**src/rtl/perip_pump.sv**
```systemverilog
// rtl/perip_pump.sv - memory-mapped soft-start PWM pump driver with max-run watchdog
// Optional dry-well lockout enabled by defining PUMP_DRY_LOCK_EN.
module perip_pump #(
    parameter int PWM_DIV     = 4,
    parameter int RAMP_CYCLES = 25000,
    parameter int TICK_CYCLES = 25000000
) (
    input  logic        clk,
    input  logic        resetn,
    input  logic [31:0] d_in,
    input  logic        cs,
    input  logic [31:0] addr,
    input  logic        rd,
    input  logic        wr,
    output logic [31:0] d_out,
    input  logic        dry,
    output logic        pump_pwm
);

    localparam int DIV_W  = (PWM_DIV > 1) ? $clog2(PWM_DIV) : 1;
    localparam int RAMP_W = (RAMP_CYCLES > 1) ? $clog2(RAMP_CYCLES) : 1;
    localparam int TICK_W = (TICK_CYCLES > 1) ? $clog2(TICK_CYCLES) : 1;
    localparam logic [DIV_W-1:0]  DIV_LAST  = DIV_W'(PWM_DIV - 1);
    localparam logic [RAMP_W-1:0] RAMP_LAST = RAMP_W'(RAMP_CYCLES - 1);
    localparam logic [TICK_W-1:0] TICK_LAST = TICK_W'(TICK_CYCLES - 1);

    typedef enum logic [2:0] {
        S_IDLE      = 3'd0,
        S_RAMP_UP   = 3'd1,
        S_RUN       = 3'd2,
        S_RAMP_DOWN = 3'd3,
        S_FAULT     = 3'd4
    } state_t;

    state_t             state_q, state_d;
    logic               enable_q, enable_d;
    logic [7:0]         target_q, target_d;
    logic [15:0]        maxrun_q, maxrun_d;
    logic               fault_to_q, fault_to_d;
    logic               fault_dry_q, fault_dry_d;
    logic [7:0]         cur_duty_q, cur_duty_d;
    logic [RAMP_W-1:0]  ramp_cnt_q, ramp_cnt_d;
    logic [TICK_W-1:0]  tick_cnt_q, tick_cnt_d;
    logic [15:0]        run_ticks_q, run_ticks_d;
    logic [DIV_W-1:0]   pwm_div_q, pwm_div_d;
    logic [7:0]         pwm_cnt_q, pwm_cnt_d;
    logic               pwm_q, pwm_d;
    logic [31:0]        d_out_q, d_out_d;

    logic        wr_en, rd_en, fault_clear, running, ramp_step;
    logic        to_hit, dry_hit, dry_s;
    logic [7:0]  goal;
    logic [31:0] status;
    logic        unused_bus;

`ifdef PUMP_DRY_LOCK_EN
    logic dry_meta_q, dry_sync_q;

    always_ff @(posedge clk or negedge resetn) begin
        if (!resetn) begin
            dry_meta_q <= 1'b0;
            dry_sync_q <= 1'b0;
        end else begin
            dry_meta_q <= dry;
            dry_sync_q <= dry_meta_q;
        end
    end

    assign dry_s = dry_sync_q;
`else
    logic unused_dry;
    assign unused_dry = dry;
    assign dry_s      = 1'b0;
`endif

    assign unused_bus  = ^{addr[31:4], addr[1:0], d_in[31:16]};
    assign wr_en       = cs & wr;
    assign rd_en       = cs & rd;
    assign fault_clear = wr_en && (addr[3:2] == 2'd0) && d_in[1];
    assign running     = (state_q == S_RAMP_UP) || (state_q == S_RUN) || (state_q == S_RAMP_DOWN);
    assign ramp_step   = (ramp_cnt_q == RAMP_LAST);
    // Disabling steers every ramp toward zero, so one goal drives both directions.
    assign goal        = enable_q ? target_q : 8'd0;
    assign to_hit      = running && (maxrun_q != 16'd0) && (run_ticks_q == maxrun_q);
    assign dry_hit     = running && dry_s;
    assign status      = {13'd0, state_q, cur_duty_q, 5'd0, fault_dry_q, fault_to_q, running};

    always_comb begin
        state_d     = state_q;
        enable_d    = enable_q;
        target_d    = target_q;
        maxrun_d    = maxrun_q;
        fault_to_d  = fault_to_q;
        fault_dry_d = fault_dry_q;
        cur_duty_d  = cur_duty_q;
        ramp_cnt_d  = ramp_cnt_q;
        tick_cnt_d  = tick_cnt_q;
        run_ticks_d = run_ticks_q;
        pwm_div_d   = pwm_div_q;
        pwm_cnt_d   = pwm_cnt_q;
        d_out_d     = d_out_q;

        if (wr_en) begin
            case (addr[3:2])
                2'd0: if (state_q != S_FAULT) enable_d = d_in[0];
                2'd1: target_d = d_in[7:0];
                2'd2: maxrun_d = d_in[15:0];
                default: ;
            endcase
        end

        if (rd_en) begin
            case (addr[3:2])
                2'd0:    d_out_d = {31'd0, enable_q};
                2'd1:    d_out_d = {24'd0, target_q};
                2'd2:    d_out_d = {16'd0, maxrun_q};
                default: d_out_d = status;
            endcase
        end

        case (state_q)
            S_IDLE: begin
                if (enable_q && (target_q != 8'd0)) state_d = S_RAMP_UP;
            end
            S_RUN: begin
                if (cur_duty_q != goal) state_d = (goal > cur_duty_q) ? S_RAMP_UP : S_RAMP_DOWN;
            end
            S_RAMP_UP, S_RAMP_DOWN: begin
                ramp_cnt_d = ramp_step ? '0 : ramp_cnt_q + 1'b1;
                if (ramp_step) begin
                    if (cur_duty_q < goal)      cur_duty_d = cur_duty_q + 8'd1;
                    else if (cur_duty_q > goal) cur_duty_d = cur_duty_q - 8'd1;
                end
                // Direction is re-evaluated every cycle so a retarget can never overshoot.
                if (cur_duty_d == goal)     state_d = (goal == 8'd0) ? S_IDLE : S_RUN;
                else if (cur_duty_d < goal) state_d = S_RAMP_UP;
                else                        state_d = S_RAMP_DOWN;
            end
            S_FAULT: begin
                if (fault_clear) begin
                    fault_to_d  = 1'b0;
                    fault_dry_d = 1'b0;
                    state_d     = S_IDLE;
                end
            end
            default: state_d = S_IDLE;
        endcase

        if ((state_d != S_RAMP_UP) && (state_d != S_RAMP_DOWN)) ramp_cnt_d = '0;

        if (running) begin
            if (tick_cnt_q == TICK_LAST) begin
                tick_cnt_d  = '0;
                run_ticks_d = run_ticks_q + 16'd1;
            end else begin
                tick_cnt_d = tick_cnt_q + 1'b1;
            end
        end else begin
            tick_cnt_d  = '0;
            run_ticks_d = '0;
        end

        // Protection overrides any same-cycle bus write.
        if (to_hit || dry_hit) begin
            state_d     = S_FAULT;
            fault_to_d  = fault_to_q | to_hit;
            fault_dry_d = fault_dry_q | dry_hit;
            cur_duty_d  = 8'd0;
            enable_d    = 1'b0;
            ramp_cnt_d  = '0;
            tick_cnt_d  = '0;
            run_ticks_d = '0;
        end

        if (pwm_div_q == DIV_LAST) begin
            pwm_div_d = '0;
            pwm_cnt_d = pwm_cnt_q + 8'd1;
        end else begin
            pwm_div_d = pwm_div_q + 1'b1;
        end

        pwm_d = (state_d == S_FAULT) ? 1'b0 : (pwm_cnt_q < cur_duty_q);
    end

    always_ff @(posedge clk or negedge resetn) begin
        if (!resetn) begin
            state_q     <= S_IDLE;
            enable_q    <= 1'b0;
            target_q    <= 8'd0;
            maxrun_q    <= 16'd0;
            fault_to_q  <= 1'b0;
            fault_dry_q <= 1'b0;
            cur_duty_q  <= 8'd0;
            ramp_cnt_q  <= '0;
            tick_cnt_q  <= '0;
            run_ticks_q <= 16'd0;
            pwm_div_q   <= '0;
            pwm_cnt_q   <= 8'd0;
            pwm_q       <= 1'b0;
            d_out_q     <= 32'd0;
        end else begin
            state_q     <= state_d;
            enable_q    <= enable_d;
            target_q    <= target_d;
            maxrun_q    <= maxrun_d;
            fault_to_q  <= fault_to_d;
            fault_dry_q <= fault_dry_d;
            cur_duty_q  <= cur_duty_d;
            ramp_cnt_q  <= ramp_cnt_d;
            tick_cnt_q  <= tick_cnt_d;
            run_ticks_q <= run_ticks_d;
            pwm_div_q   <= pwm_div_d;
            pwm_cnt_q   <= pwm_cnt_d;
            pwm_q       <= pwm_d;
            d_out_q     <= d_out_d;
        end
    end

    assign pump_pwm = pwm_q;
    assign d_out    = d_out_q;

endmodule

```
**config.mk**
```make
export PLATFORM = sky130hd
export DESIGN_NAME = perip_pump
export DESIGN_NICKNAME = d
export VERILOG_FILES = /design/src/rtl/perip_pump.sv
export SDC_FILE = /design/constraint.sdc
export NUM_CORES = 1
export LEC_CHECK = 0
export CORE_ASPECT_RATIO = 0.6
export CORE_MARGIN = 1.5
export CORE_UTILIZATION = 50
export CTS_CLUSTER_DIAMETER = 150
export CTS_CLUSTER_SIZE = 12
export DETAILED_ROUTE_END_ITERATION = 16
export GPL_TIMING_DRIVEN = 0
export PLACE_DENSITY = 0.82
export SLEW_MARGIN = 30
export SYNTH_ARGS = -nofsm -noshare
export SYNTH_HDL_FRONTEND = slang
export SYNTH_SLANG_ARGS = --single-unit
```
**constraint.sdc**
```tcl
create_clock -name clk -period 3.5 [get_ports clk]
set_input_delay 0.7 -clock clk [delete_from_list [all_inputs] [get_ports clk]]
set_output_delay 0.7 -clock clk [all_outputs]
set_load 0.1 [all_outputs]
```
# --- After elaboration in Yosys (flattened, before gate mapping) ---
# Index checks and enable logic that the tools add are counted.
# Widths: inputs -> output; s select.
word_totals:
  elab_cells: 106
  out_inout_bits: 33
  in_bits: 70
  register_bits: 136
classes:
  bitwise: 3
  n_eq_ne: 17
  order_cmp: 5
  reduce_logical: 25
  muxes: 36
  n_addsub: 7
ops:
  columns: ["cell", "count"]
  rows:
  - ["$mux 25", 3]
  - ["$mux 15", 4]
  - ["$pmux 19 s3", 1]
  - ["$mux 8", 7]
  - ["$mux 16", 3]
  - ["$add 25x1->25 const B", 1]
  - ["$eq 25x25->1 const B", 1]
  - ["$lt 8x8->1", 3]
  - ["$add 16x1->16 const B", 1]
  - ["$add 8x1->8 const B", 2]
  - ["$eq 16x16->1", 1]
  - ["$gt 8x8->1", 2]
  - ["$reduce_bool 16->1", 1]
  - ["$add 15x1->15 const B", 1]
  - ["$eq 15x15->1 const B", 1]
  - ["$mux 3", 4]
  - ["$pmux 3 s4", 1]
  - ["$reduce_bool 2->1", 6]
  - ["$mux 2", 5]
  - ["$eq 8x8->1", 1]
  - ["$logic_not 8->1", 1]
  - ["$mux 1", 8]
  - ["$ne 8x8->1", 1]
  - ["$reduce_bool 8->1", 1]
  - ["other kinds (20)", 33]

# --- Longest topological paths before layout ---
# Gate-level depths: netlist of the first run.
logic_depth:
  word_depth: 14
  mapped_depth: 18
  mapped_depth_nobuf: 14

# --- Worst setup path after synthesis of the first run ---
# No wires, ideal clock.
synth_path:
  kind: "register to register"
  startpoint: "reg enable_q"
  endpoint: "reg ramp_cnt_q[0]"
  stages_incl_launch_ff: 19
  synth_period_minus_slack_ps: 3744
  path_buffers: 4
  required_ps: 3368
  setup_ps: 132
  path_slack_ps: -244
  arrival_time_ps: 3612
  cell_sequence: "dfrtp_1 > clkbuf_1 > nand2_1 > ha_1 > nor2b_1 > o211ai_1 > a21oi_1 > or2_2 > buf_2 > clkbuf_1 > a21oi_1 > xnor2_1 > ha_1 > nand4_1 > o21ai_0 > o21ai_0 > nand3_1 > clkbuf_1 > nor2_1"
synth_via:
  elab_chain_cells: 14
  elab_cells_between_ends: 26
  classes_between: "4 x order compare; 4 x eq/ne; 14 x mux; 4 x reduce/logical"
synth_rtl:
  columns: ["item", "line_no", "source"]
  rows:
  - ["from (decl)", "36", "logic enable_q, enable_d;"]
  - ["from (signal assigned)", "203", "enable_q <= enable_d;"]
  - ["$mux 8", "83", "assign goal = enable_q ? target_q : 8'd0;"]
  - ["$gt 8x8->1", "132", "else if (cur_duty_q > goal) cur_duty_d = cur_duty_q - 8'd1;"]
  - ["$mux 8", "132", null]
  - ["$mux 8", "131", "if (cur_duty_q < goal) cur_duty_d = cur_duty_q + 8'd1;"]
  - ["$mux 8", "130", "if (ramp_step) begin"]
  - ["$mux 8", "121", "case (state_q)"]
  - ["$lt 8x8->1", "136", "else if (cur_duty_d < goal) state_d = S_RAMP_UP;"]
  - ["$mux 2", "136", null]
  - ["$mux 2", "135", "if (cur_duty_d == goal) state_d = (goal == 8'd0) ? S_IDLE : S_RUN;"]
  - ["$pmux 3 s4 *", "121", null]
  - ["$ne 3x1->1 / $ne 3x2->1 (equally long branches)", "149", "if ((state_d != S_RAMP_UP) && (state_d != S_RAMP_DOWN)) ramp_cnt_d = '0;"]
  - ["$logic_and 1x1->1 *", "149", null]
  - ["$mux 15", "149", null]
  - ["$mux 15", "164", "if (to_hit || dry_hit) begin"]
  - ["to (signal assigned)", "209", "ramp_cnt_q <= ramp_cnt_d;"]
  - ["to (decl)", "42", "logic [RAMP_W-1:0] ramp_cnt_q, ramp_cnt_d;"]
# Mark *: on every way between the ends. The rest lies on a longest branch, timed or not. The select of a mux whose other input is x is not followed.
# A chain may end at the register's enable or synchronous reset.

# --- Worst setup path after layout of the first run ---
layout_path:
  startpoint: "reg enable_q"
  endpoint: "reg ramp_cnt_q[7]"
# The elaborated chain is that of the path after synthesis.

==> results.md, run 1 <==
* GRT Residual Overflow at 0
* Warnings, synthesis at 0
* Final worst slack at -0.0305 ns
* Dpl cell area at 7770 um2
* Avg WL per Cell at 18.8 um
* Worst endpoint required time at 3.83 ns
* Total Die Area at 14800 um2
* Power per cell area at 585 nW/um2
* Iter 0 DRT Violations at 627
* Area of the multi-input gates at 3950 um2
* H-tree levels at 4
* #FFs+latches synth at 123
* Final slew viol count at 0
* Critical path startpoint category: register
* Final Cell Area at 8730 um2
* Clock buffer count from CTS at 17
* RSZ-0062 raised after global routing: yes
* Number of antenna violations at the first check in global routing at 0
* Routed Antenna Nets at 0
* Core area at 13700 um2
* Share of layout cells above drive strength 1 at 16.7%
* Status: finished, violations left
* Syn Std Cell Area at 7030 um2
* Final Cycle Share at 101%
* Iteration count of the initial detailed-routing pass at 5
* CP Class: register to register
* # fillers at 1081
* Sequential power share at 34.0%
* Final hold violations at 0
* Internal power at 3.23 mW
* Share of synthesized area occupied by flip-flops and latches at 43.8%
* Die Wd at 156 um
* I/O Pins at 103
* Worst hold slack at 0.176 ns
* Asr flop ratio synth at 100%
* Clk_lat worst skew at 0.42 ns
* Synthesized instance count at 734
* CP Max Fanout at 7
* Via-per-instance ratio at 5.95
* Die height at 94.9 um
* Storage element area at 3080 um2
* VDD IR-drop max at 0.408 mV
* Core Util, Final at 63.7%
* Slew headroom at 34.4%
* Critical Path AT at 3.86 ns
* CTS root buf: clkbuf_16
* Pre-CTS WS at -0.929 ns
* Sw Share at 36.7%
* Hold Crit Class: primary input to asynchronous set/reset pin
* GP Congestion at 0.953
* CTS tree: yes
* Clock tree buffer depth at 2
* Mapped Avg Cell Area at 9.58 um2
* Cell Rows at 33
* Unique masters post-synth at 55
* CP Capture Type: register
* Initial Utilization at 51.3%
* Failing checks: negative setup slack
* Clock Power Share at 35.3%
* Finish-stage setup viols at 8
* Clock Skews at 0.0137 ns
* Clk pin slew, worst setup/hold paths at 0.06 ns
* Least-Margin Pin Slew at 0.981 ns
* Tmin final at 3.53 ns
* Yosys top cell area share at 43.8%
* GR Util All Layers at 26.6%
* CTS Sinks at 123
* Post-DP HPWL at 12.7 mm
* DRC at 0
* EDFF count, synth at 0
* Combinational share of power at 30.6%
* Primary FF master, synth: dfrtp_1
* Vias in the first global route at 5638
* Peak Freq at 283 MHz
* Leak at 3.75 nW
* Port Buffer Count at 41
* Nets@finish at 917
* Final wirelength at 19.2 mm
* Synth area leader: dfrtp_1
* MaxCap Viol Count at 0
* Largest net degree at the start of global routing at 72
* Top area cells in the synthesized netlist: dfrtp_1 (44%), xnor2_1 (5.9%), ha_1 (5.3%)
* Area Growth Syn to Fin at 24.1%
* Sw power at 1.87 mW
* First-pass GRT wire length at 29.9 mm
* Inserted Diodes at 0
* TNS Setup at -0.104 ns
* Via count at 6086
==> cell families after synthesis <==
kind of cell	after synthesis	share of synthesized area, %
compound gates	96	8.17
xor+xnor	69	8.59
fa+ha+maj	30	5.34
buf+inv	61	4.09
flops	123	43.8
mux	50	7.79
other cells	1	0.0533
simple gates	304	22.2
==> path summary, 6_finish.rpt <==
path | start | endpoint | slack, ns | cells past startpoint
hold reg to reg | pwm_div_q[0]$_DFF_PN0_ | pwm_div_q[0]$_DFF_PN0_ | 0.43 | 1
setup reg to reg | enable_q$_DFFE_PN0P_ | ramp_cnt_q[7]$_DFFE_PN0P_ | -0.03 | 17
setup / recovery | enable_q$_DFFE_PN0P_ | ramp_cnt_q[7]$_DFFE_PN0P_ | -0.03 | 17
min in group clk | pwm_div_q[0]$_DFF_PN0_ | pwm_div_q[0]$_DFF_PN0_ | 0.43 | 1
max in group asynchronous | resetn | target_q[7]$_DFFE_PN0P_ | 2.65 | 2
hold / removal | resetn | ramp_cnt_q[5]$_DFFE_PN0P_ | 0.18 | 1
==> what timing repair did <==
item	in CTS	in global routing
gates cloned	1	1
hold buffers	0	0
setup endpoints to repair	17	17
pin swaps	10	11
resized for setup	24	35
buffers inserted	7	4
==> metrics by stage <==
step | std cells | total power [mW]
2_1_floorplan | 746 | 2.61
3_3_place_gp | 979 | 2.96
3_5_place_dp | 980 | 2.99
4_1_cts | 1018 | 4.96
5_1_grt | 1022 | 5.29
6_report | 1022 | 5.11
==> worst max-delay path: stages (launching register included) <==
cell and delay [ns]:
dfrtp_1 0.41, buf_8 0.16, nand2_4 0.08, ha_4 0.20
nor2b_1 0.14, o211ai_1 0.28, a21oi_4 0.11, buf_6 0.14
or4_4 0.45, o2bb2ai_4 0.14, xnor2_1 0.14, ha_1 0.29
nand4_1 0.16, o21ai_1 0.10, o21ai_1 0.13, nand3_2 0.16
buf_6 0.17, a311oi_2 0.17
==> state kept, by name (all words and copies together), names as in the netlist <==
register	flops
enable_q	1
pwm_div_q	2
maxrun_q	16
d_out	19
cur_duty_q	8
tick_cnt_q	25
state_q	3
fault_to_q	1
ramp_cnt_q	15
pwm_cnt_q	8
pump_pwm	1
run_ticks_q	16
target_q	8
==> per-layer routing <==
metal | global-route usage (%) | vias up | wire length [um] | share of wire [%]
met2 | 36.9 | 339 | 7880 | 41
met5 | 0 | - | 0 | 0
met4 | 7.78 | 0 | 286 | 1.5
met3 | 6.06 | 31 | 2050 | 11
li1 | - | 2750 | - | -
met1 | 40.9 | 2966 | 9020 | 47
==> cells in the mapped netlist (3+ instances only) <==
cell type,number
nor4_1,19
a22o_1,3
mux2i_1,21
and3_1,9
nor2b_1,7
a21oi_1,31
nand3_1,29
and4_1,5
ha_1,30
dfrtp_1,123
nand2_1,80
clkbuf_1,26
mux2_2,28
xnor2_1,47
nand4_1,30
xor2_1,22
a31oi_1,4
a22oi_1,10
nor3_1,15
nand2b_1,3
inv_1,15
and2_1,6
nor4bb_1,3
or3_1,5
a21o_1,6
or4_1,4
o21ai_0,30
buf_4,15
nor2_1,74
==> layout by cell type, fill, tap and decap left out, drive strengths merged, types with 7 or more instances in the layout <==
cell type | netlist | final
a21oi | 31 | 31
a22oi | 10 | 10
and2 | 8 | 8
and3 | 10 | 10
buf | 19 | 32
clkbuf | 26 | 41
clkdlybuf4s50 | 0 | 40
conb | 1 | 13
dfrtp | 123 | 123
ha | 30 | 30
inv | 15 | 17
mux2 | 28 | 28
mux2i | 21 | 21
nand2 | 80 | 80
nand3 | 29 | 29
nand4 | 31 | 31
nor2 | 74 | 74
nor2b | 7 | 7
nor3 | 15 | 15
nor4 | 21 | 21
o21ai | 31 | 31
xnor2 | 47 | 47
xor2 | 22 | 22
==> power by group through the flow <==
stage	Sequential, mW	Clock [mW]	Combinational [mW]
6_report	1.74	1.80	1.56
5_1_grt	1.75	1.88	1.66
4_1_cts	1.72	1.82	1.41
3_5_place_dp	1.74	0	1.25
3_3_place_gp	1.74	0	1.23
2_1_floorplan	1.91	0	0.697
==> layout make-up <==
| class | count | area share (%) |
|---|---|---|
| multi-input combinational | 563 | 45.3 |
| sequential | 123 | 35.3 |
| timing repair buffer | 54 | 6.28 |
| clock buffer | 17 | 4.87 |
| buffer | 42 | 2.85 |
| tap | 192 | 2.75 |
| clock inverter | 15 | 1.99 |
| inverter | 16 | 0.688 |
Power figures use the tool's default switching activity.
==> run 2, diff against run 1 <==
--- a/config.mk
+++ b/config.mk
@@ -6,12 +6,13 @@
 export NUM_CORES = 1
 export LEC_CHECK = 0
 export CORE_ASPECT_RATIO = 0.6
-export CORE_MARGIN = 1.5
+export CORE_MARGIN = 5
 export CORE_UTILIZATION = 50
 export CTS_CLUSTER_DIAMETER = 150
 export CTS_CLUSTER_SIZE = 12
 export DETAILED_ROUTE_END_ITERATION = 16
 export GPL_TIMING_DRIVEN = 0
+export HOLD_SLACK_MARGIN = 0.15
 export PLACE_DENSITY = 0.82
 export SLEW_MARGIN = 30
 export SYNTH_ARGS = -nofsm -noshare
==> results.md, run 2 (synthesis results as in run 1) <==
* Status: finished, violations left
* Failing checks: negative setup slack
* GP Congestion at 0.985
* Critical path depth at 13
* CP Max Fanout at 10
* Area Growth Syn to Fin at 24.1%
* I/O Pins at 103
* Worst endpoint required time at 3.81 ns
* Vias in the first global route at 5593
* CP Launch Point: ramp_cnt_q[3]$_DFFE_PN0P_
* Finish-stage setup viols at 15
* MaxCap Viol Count at 0
* Final wirelength at 19.4 mm
* Number of antenna violations at the first check in global routing at 0
* Commonest non-fill, non-tap cell in the layout: dfrtp_1
* Final slew viol count at 0
* Most frequent cells in the layout: dfrtp_1 (123), nand2_1 (77), nor2_1 (69), xnor2_1 (46), clkdlybuf4s50_1 (40)
* Final worst slack at -0.0974 ns
* CP Capture Type: register
* Busiest layer in global routing: met1
* DRC at 0
* Flop2flop setup slack at -0.1 ns
* Critical path startpoint category: register
* Crit-path cells: nor4b_1 > nand4_1 > clkbuf_1 > nor4_1 > a21oi_1 > xnor2_1 > ha_1 > nand4_1 > o21ai_1 > o21ai_2 > nand3_4 > buf_8 > nor2_2
* Power per cell area at 595 nW/um2
* Worst Reg-to-Reg Cells at 13
* CTS Hold Bufs at 0
* Total Die Area at 16600 um2
* Max reg flops at 25
* Via-per-instance ratio at 5.90
* Core area at 13700 um2
* VDD IR-drop max at 0.389 mV
* Tmin final at 3.60 ns
* Crit-path most repeated cell: nand4_1
* Largest net degree at the start of global routing at 70
* Top reg by flops: tick_cnt_q
* Reg2reg end: ramp_cnt_q[0]$_DFFE_PN0P_
* Die height at 102 um
* Max incr delay on CP at 0.46 ns
* R2r startpoint: ramp_cnt_q[3]$_DFFE_PN0P_
* GR Util All Layers at 23.1%
* Worst hold slack at 0.180 ns
* Crit path to: ramp_cnt_q[0]$_DFFE_PN0P_
* Met1 GRT Util at 35.7%
* Die Wd at 163 um
* Least-Margin Pin Slew at 0.985 ns
* GRT Residual Overflow at 0
* Avg WL per Cell at 18.8 um
* CP Class: register to register
* Post-DP HPWL at 13.2 mm
* H-tree levels at 4
* Inserted Diodes at 0
* Clock Skews at 0.0101 ns
* Final Cycle Share at 103%
* Final hold violations at 0
* Clock buffer count from CTS at 17
* Slew headroom at 34.1%
* Port Buffer Count at 41
* Clk_lat worst skew at 0.42 ns
* Non-filler cells in the finished layout at 1028
* Via count at 6068
* Dpl cells at 980
* Cell Rows at 33
* Hold Crit Class: primary input to asynchronous set/reset pin
* CP bufs+invs at 2
* Clock tree buffer depth at 2
* Grt met2 use at 30.4%
* Met3 Resource Use GR at 7.74%
* Iter 0 DRT Violations at 693
* Initial Utilization at 51.3%
* CTS root buf: clkbuf_16
* Critical path's top delay family: simple AND/OR/NAND/NOR gates
* Nets@finish at 923
* Critical Path AT at 3.90 ns
* CTS tree: yes
* Routed Antenna Nets at 0
* Leak at 3.78 nW
* Peak Freq at 278 MHz
* Iteration count of the initial detailed-routing pass at 5
* Share of layout cells above drive strength 1 at 16.6%
* First-pass GRT wire length at 30.0 mm
* Core Util, Final at 63.6%
* CTS Sinks at 123
* Clk pin slew, worst setup/hold paths at 0.06 ns
* Slowest cell on crit path: nor4b_1
[run 2: cell types whose count changed in the layout (fill, tap and decap cells not counted), moves of 4 or more]
cell,delta
buf_4,+8
ha_1,+4
ha_4,-4
clkinv_2,-4
[run 2: timing repair]
action	in CTS	in global routing
gates cloned	2	0
pin swaps	10	18
buffers inserted	7	10
resized for setup	21	30
setup endpoints to repair	17	17
[run 2: per-layer routing]
layer | up-vias | wire (um) | part of all wire, %
li1 | 2768 | - | -
met1 | 2905 | 9040 | 47
met2 | 341 | 7700 | 40
met3 | 54 | 2180 | 11
met4 | 0 | 442 | 2.3
met5 | - | 0 | 0
[run 2: through the flow]
stage | TNS [ns] | setup slack (ns) | power (mW) | instance area [um2]
5_1_grt | -2.29 | -0.165 | 5.39 | 8720
4_1_cts | 0 | 0.00714 | 4.98 | 8530
6_report | -1.14 | -0.0974 | 5.19 | 8720
2_1_floorplan | 0 | 0.0537 | 2.61 | 7080
3_5_place_dp | -13.61 | -0.929 | 3.00 | 7770
3_3_place_gp | -385.01 | -3.04 | 2.97 | 7730
[run 2: cell type report]
cell class                      instances  area [um2]
Clock inverter                         15         190
Timing Repair Buffer                   61         601
Multi-Input combinational cell        562        3880
Inverter                               16        60.1
Fill cell                            1095        4980
Clock buffer                           17         425
Sequential cell                       123        3080
Buffer                                 42         248
Tap cell                              192         240
[run 2: how the worst min path moves through the flow]
stage | start | to | slack (ns) | cells after the start
after floorplan | resetn | cur_duty_q[0]$_DFFE_PN0P_ | 0.40 | 0
after global placement | pwm_div_q[0]$_DFF_PN0_ | pwm_div_q[0]$_DFF_PN0_ | 0.41 | 1
after detailed placement | pwm_div_q[0]$_DFF_PN0_ | pwm_div_q[0]$_DFF_PN0_ | 0.42 | 1
after CTS | resetn | ramp_cnt_q[9]$_DFFE_PN0P_ | 0.20 | 1
after global routing | resetn | ramp_cnt_q[9]$_DFFE_PN0P_ | 0.21 | 1
final | resetn | ramp_cnt_q[9]$_DFFE_PN0P_ | 0.18 | 1
[run 2: worst register-to-register path, stage by stage, from the launching register on]
cell and delay [ns]:
dfrtp_1 0.45, nor4b_1 0.47, nand4_1 0.29, clkbuf_1 0.35, nor4_1 0.41, a21oi_1 0.11, xnor2_1 0.15, ha_1 0.33
nand4_1 0.19, o21ai_1 0.26, o21ai_2 0.12, nand3_4 0.17, buf_8 0.15, nor2_2 0.05
[run 2: power by group]
group	total, mW	switching [mW]	internal, mW
clock network	1.83	0.701	1.13
registers	1.74	0.176	1.56
logic	1.62	1.03	0.590
total	5.19	1.91	3.28
